==> src/rtl/io_sw_in_pkg.sv <==
// Shared definitions for the io_sw input peripheral: register offsets,
// debounce state encoding and the decoded LSU request payload.
package io_sw_in_pkg;

  localparam int unsigned BUS_W = 32;
  localparam int unsigned OFF_W = 2;

  localparam logic [OFF_W-1:0] SW_OFF  = 2'd0;
  localparam logic [OFF_W-1:0] CHG_OFF = 2'd1;
  localparam logic [OFF_W-1:0] MSK_OFF = 2'd2;
  localparam logic [OFF_W-1:0] RSV_OFF = 2'd3;

  typedef enum logic {
    DB_IDLE = 1'b0,
    DB_WAIT = 1'b1
  } db_state_e;

  // Request after window decode; rd/wr are already qualified by the hit.
  typedef struct packed {
    logic             rd;
    logic             wr;
    logic [OFF_W-1:0] off;
    logic [BUS_W-1:0] wdata;
  } reg_req_t;

endpackage

==> src/rtl/io_sw_in_debounce.sv <==
// Two-flop synchroniser plus whole-word debounce; emits the committed word
// and a single-cycle commit strobe carrying the bits that changed.
module io_sw_in_debounce
  import io_sw_in_pkg::*;
#(
  parameter int unsigned SW_W         = 32,
  parameter int unsigned DEBOUNCE_CYC = 4
) (
  input  logic            clk_i,
  input  logic            rst_ni,
  input  logic [SW_W-1:0] io_sw_i,
  output logic [SW_W-1:0] sw_db,
  output logic            commit_c,
  output logic [SW_W-1:0] diff_c
);

  localparam int unsigned     CNT_W    = $clog2(DEBOUNCE_CYC);
  localparam logic [CNT_W-1:0] CNT_LAST = CNT_W'(DEBOUNCE_CYC - 1);

  logic [SW_W-1:0]  sw_meta;
  logic [SW_W-1:0]  sw_sync;
  logic [SW_W-1:0]  cand;
  logic [CNT_W-1:0] cnt;
  db_state_e        state;

  // Commit strobe mirrors the committing branch of the FSM below.
  assign commit_c = (state == DB_WAIT) && (sw_sync != sw_db) &&
                    (sw_sync == cand) && (cnt == CNT_LAST);
  assign diff_c   = cand ^ sw_db;

  always_ff @(posedge clk_i or negedge rst_ni) begin
    if (!rst_ni) begin
      sw_meta <= '0;
      sw_sync <= '0;
      sw_db   <= '0;
      cand    <= '0;
      cnt     <= '0;
      state   <= DB_IDLE;
    end else begin
      sw_meta <= io_sw_i;
      sw_sync <= sw_meta;
      case (state)
        DB_IDLE: begin
          if (sw_sync != sw_db) begin
            cand  <= sw_sync;
            cnt   <= '0;
            state <= DB_WAIT;
          end
        end
        DB_WAIT: begin
          if (sw_sync == sw_db) begin
            // Input fell back to the committed value: drop the candidate.
            state <= DB_IDLE;
          end else if (sw_sync != cand) begin
            cand <= sw_sync;
            cnt  <= '0;
          end else if (cnt == CNT_LAST) begin
            sw_db <= cand;
            state <= DB_IDLE;
          end else begin
            cnt <= cnt + 1'b1;
          end
        end
        default: state <= DB_IDLE;
      endcase
    end
  end

endmodule

==> src/rtl/io_sw_in.sv <==
// Memory-mapped switch input peripheral: debounced switch word, sticky
// change register with mask and level irq, 1-cycle LSU load latency.
module io_sw_in
  import io_sw_in_pkg::*;
#(
  parameter int unsigned SW_W         = 32,
  parameter int unsigned DEBOUNCE_CYC = 4,
  parameter logic [31:0] BASE_ADDR    = 32'h7800
) (
  input  logic            clk_i,
  input  logic            rst_ni,
  input  logic [SW_W-1:0] io_sw_i,
  input  logic [31:0]     addr_i,
  input  logic            rden_i,
  input  logic            wren_i,
  input  logic [31:0]     wdata_i,
  output logic [31:0]     rdata_o,
  output logic            rvalid_o,
  output logic            irq_o
);

  logic [SW_W-1:0]  sw_db;
  logic             commit_c;
  logic [SW_W-1:0]  diff_c;
  logic [SW_W-1:0]  change;
  logic [SW_W-1:0]  mask;
  logic             hit_c;
  reg_req_t         req_c;
  logic [BUS_W-1:0] rd_mux_c;
  logic [SW_W-1:0]  w1c_c;
  logic [SW_W-1:0]  set_c;
  logic             addr_unused;

  io_sw_in_debounce #(
    .SW_W         (SW_W),
    .DEBOUNCE_CYC (DEBOUNCE_CYC)
  ) u_debounce (
    .clk_i    (clk_i),
    .rst_ni   (rst_ni),
    .io_sw_i  (io_sw_i),
    .sw_db    (sw_db),
    .commit_c (commit_c),
    .diff_c   (diff_c)
  );

  // Word-aligned window; byte offset bits do not select anything.
  assign addr_unused = ^addr_i[1:0];
  assign hit_c       = (addr_i[31:4] == BASE_ADDR[31:4]);

  assign req_c = '{rd:    rden_i & hit_c,
                   wr:    wren_i & hit_c,
                   off:   addr_i[3:2],
                   wdata: wdata_i};

  always_comb begin
    rd_mux_c = '0;
    case (req_c.off)
      SW_OFF:  rd_mux_c = BUS_W'(sw_db);
      CHG_OFF: rd_mux_c = BUS_W'(change);
      MSK_OFF: rd_mux_c = BUS_W'(mask);
      default: rd_mux_c = '0;
    endcase
  end

  always_comb begin
    w1c_c = '0;
    set_c = '0;
    if (req_c.wr && (req_c.off == CHG_OFF)) begin
      w1c_c = req_c.wdata[SW_W-1:0];
    end
    if (commit_c) begin
      set_c = diff_c;
    end
  end

  // Set is applied after clear so a same-cycle commit survives the W1C.
  always_ff @(posedge clk_i or negedge rst_ni) begin
    if (!rst_ni) begin
      change   <= '0;
      mask     <= '0;
      irq_o    <= 1'b0;
      rdata_o  <= '0;
      rvalid_o <= 1'b0;
    end else begin
      change   <= (change & ~w1c_c) | set_c;
      irq_o    <= |(change & mask);
      rvalid_o <= req_c.rd;
      if (req_c.wr && (req_c.off == MSK_OFF)) begin
        mask <= req_c.wdata[SW_W-1:0];
      end
      if (req_c.rd) begin
        rdata_o <= rd_mux_c;
      end
    end
  end

endmodule

==> config.mk <==
export PLATFORM = sky130hd
export DESIGN_NAME = io_sw_in
export DESIGN_NICKNAME = d
export VERILOG_FILES = /design/src/rtl/io_sw_in_pkg.sv /design/src/rtl/io_sw_in_debounce.sv /design/src/rtl/io_sw_in.sv
export SDC_FILE = /design/constraint.sdc
export NUM_CORES = 1
export LEC_CHECK = 0
export ABC_AREA = 1
export CAP_MARGIN = 15
export CELL_PAD_IN_SITES_DETAIL_PLACEMENT = 0
export CELL_PAD_IN_SITES_GLOBAL_PLACEMENT = 1
export CORE_ASPECT_RATIO = 1.4
export CORE_MARGIN = 2
export CORE_UTILIZATION = 38
export CTS_CLUSTER_DIAMETER = 80
export DETAILED_ROUTE_END_ITERATION = 16
export PLACE_DENSITY_LB_ADDON = 0.1
export SYNTH_ARGS = -nofsm -noshare
export SYNTH_HDL_FRONTEND = slang
export SYNTH_SLANG_ARGS = --single-unit
==> constraint.sdc <==
create_clock -name clk_i -period 1.61 [get_ports clk_i]
set_clock_uncertainty 0.1 [all_clocks]
set_input_delay 0.322 -clock clk_i [delete_from_list [all_inputs] [get_ports clk_i]]
set_output_delay 0.322 -clock clk_i [all_outputs]
set_load 0.05 [all_outputs]
==> impl_results.md <==
* Syn Nets at approximately 1300
* FMAX at 0.516 GHz
* Setup slack, reg-to-reg at -0.33 ns
* Main flop type after synthesis: dfrtp_1
* Worst Tran Pin Value at 0.476 ns
* Largest net degree at the start of global routing at 65
* # fillers at 2463
* Setup TNS at -27.21 ns
* Row cnt at 72
* Vias per inst at 4.92
* RSZ-0062 raised after global routing: yes
* Multi-input gate area at approximately 0.0044 mm²
* # port buffers at 131
* Clock Path Buffers at 3
* First-pass GRT wire length at 48.5 mm
* Drt pass-1 iters at 5
* Die Ht at 202 µm
* Nets at 1565
* Num CTS Buffers at 23
* Final WL at 31.8 mm
* Post-Syn Area per Cell at 9.02 µm²
* Sequential-to-total area share from yosys stat at between 50 and 60%
* Worst-Skew Late Latency at 0.53 ns
* Syn-to-layout area delta at 44.7%
* Initial antenna violation count at 0
* Outcome: complete, but fails checks
* Root Driver: clkbuf_16
* #FFs+latches synth at 229
* Post-synthesis instance total at 1183
* Core area at around 0.028 mm²
* Ys Warns at 0
* Leakage power at 7.28 nW
* DRT iter0 DRCs at 489
* CTS HTree Levels at 1
* CP required at ~1.9 ns
* Commonest cells after routing, fill and taps aside: 357 x nand2_1, 229 x dfrtp_1, 147 x buf_4, 111 x nand4_1, 81 x inv_1
* Synth top area share at 53.7%
* Critical path class: reg -> reg
* DP Area at 0.0138 mm²
* Syn Std Cell Area at 0.0107 mm²
* Worst Setup Start Kind: flop
* Final Hold Violating Endpoints at 0
* # IOs at 134
* # Max-Cap Violations at 0
* Vias in the first global route at slightly below 9000
* Remaining global-route overflow at 0
* Die Width at 146 µm
* Finished Cell Area at around 0.015 mm²
* Setup WS pre-CTS at -0.607 ns
* Gr usage total at 20.6%
* Crit-path max FO at 32
* CTS sink count at 229
* Routed len/inst at 17.2 µm
* Cell Pwr Density at 836 mW/mm²
* Post-synthesis cell type count at 31
* CTS tree: built
* Final Cycle Share at 120%
* Worst Path Arrival at 2.25 ns
* N_diodes at 0
* Post-route DRC at 0
* Final setup fails at 99
* Cell taking the most area after synthesis: dfrtp_1
* Most common cell after layout, fill and taps aside: nand2_1
* Worst-path clk slew at 0.06 ns
* VDD IR-drop max at about 0.79 mV
* Tmin final at 1.94 ns
* Failing checks: setup timing
* Total power draw at 12.9 mW
* Worst Setup End Kind: flop
* FF+latch area at 0.00573 mm²
* Hpwl dp at 20.3 mm
* FFs w/ async S/R, synth at 100%
* Synth top area cells: dfrtp_1 54%, nand2_1 13%, nand4_1 6.5%
* Final Wtd Congestion at about 0.78
* Die ar. at slightly below 0.03 mm²
* Worst slew margin at approximately 70%
* Final Max Tran Viols at 0
* EDFF count, synth at 0
* HP Class: in -> reg
* Vias at 9094
* Initial Utilization at 38.6%
* PnR worst setup slack at -0.326 ns
* Share of layout cells above drive strength 1 at ~22%
* Post-DRT Antenna Nets at 0
## cells by family after synthesis
group                      after synthesis  share of synthesized area (%)
buffers and inverters                  159                           7.75
DFF                                    229                           53.7
xor gates and xnor gates                79                           6.49
AOI/OAI and AO/OA                      141                           8.02
adders and majority gates                1                          0.117
and+or+nand+nor                        574                           23.9
## worst max-delay path, cell delays in order, from the launching register on
cell	delay, ns
dfrtp_1	0.42
xnor2_1	0.16
nand2_1	0.13
inv_1	0.09
nand2_2	0.07
nor2_4	0.14
nand2_2	0.08
nor2_4	0.11
buf_6	0.15
nand3_4	0.07
buf_12	0.18
nand2_1	0.08
nand2_1	0.06
## report_power, final
group	total [mW]	internal, mW	switching, mW	leakage, nW
logic	1.12	0.574	0.542	4.08
clock network	5.82	3.48	2.34	0.389
registers	5.97	5.88	0.0983	2.81
## stage by stage
stage | cells | hold WS (ns) | util [%]
final | 1850 | 0.133 | 55.8
after floorplan | 1183 | -0.0736 | -
after detailed placement | 1781 | 0.143 | 49.9
after global routing | 1850 | 0.118 | 55.8
after CTS | 1837 | 0.106 | 54.4
after global placement | 1781 | 0.140 | 49.9
## metal layers
layer,share of wire (%),vias to the layer above,wire length [µm],GRT usage (%)
met1,46,4311,14500,30.0
met4,2.7,0,866,5.64
li1,-,4482,-,-
met2,47,254,14900,32.2
met5,0,-,0,0
met3,4.8,47,1530,2.82
## synthesized netlist by cell type, types with 4 or more instances
cell type	instances
a22o_1	21
clkbuf_1	17
nor2_1	51
nor2_2	6
xor2_1	40
a221oi_1	19
nor4_1	7
o21ai_1	39
nand4_1	111
o21ai_0	44
nand2_1	367
buf_12	4
nand3_1	20
a21oi_1	18
dfrtp_1	229
buf_2	30
buf_6	12
xnor2_1	39
inv_1	87
## final timing paths
| path | start | end | cells after the start |
|---|---|---|---|
| setup / recovery | u_debounce.sw_sync[7]$_DFF_PN0_ | u_debounce.sw_db[30]$_DFFE_PN0P_ | 12 |
| hold / removal | io_sw_i[26] | u_debounce.sw_meta[26]$_DFF_PN0_ | 1 |
| setup reg to reg | u_debounce.sw_sync[7]$_DFF_PN0_ | u_debounce.sw_db[30]$_DFFE_PN0P_ | 12 |
| hold reg to reg | u_debounce.sw_meta[3]$_DFF_PN0_ | u_debounce.sw_sync[3]$_DFF_PN0_ | 0 |
| max in group asynchronous | rst_ni | u_debounce.sw_sync[5]$_DFF_PN0_ | 3 |
| min in group asynchronous | rst_ni | u_debounce.sw_meta[29]$_DFF_PN0_ | 2 |
## cell type report
type | count | area share (%)
clock buffers | 27 | 3.89
inverters | 90 | 2.19
multi-input cells | 795 | 28.3
flip-flops and latches | 229 | 37.1
repair buffers | 325 | 24.2
well taps | 370 | 3.00
clock inverters | 14 | 1.34
## what timing repair did
item | in CTS | in global routing
endpoints found under the setup margin | 132 | 164
setup buffers | 8 | 4
cloned | 7 | 10
resized for setup | 44 | 58
pin swaps | 17 | 28
hold buffers | 1 | 0
endpoints found under the hold margin | 229 | 0
## sequential cells by signal, summed over array words and instances, names as in the netlist
signal and count:
change 32, irq_o 1, mask 32, rdata_o 32, rvalid_o 1, u_debounce.cand 32, u_debounce.cnt 2, u_debounce.state 1
u_debounce.sw_db 32, u_debounce.sw_meta 32, u_debounce.sw_sync 32
(Power assumes the default switching activity.)
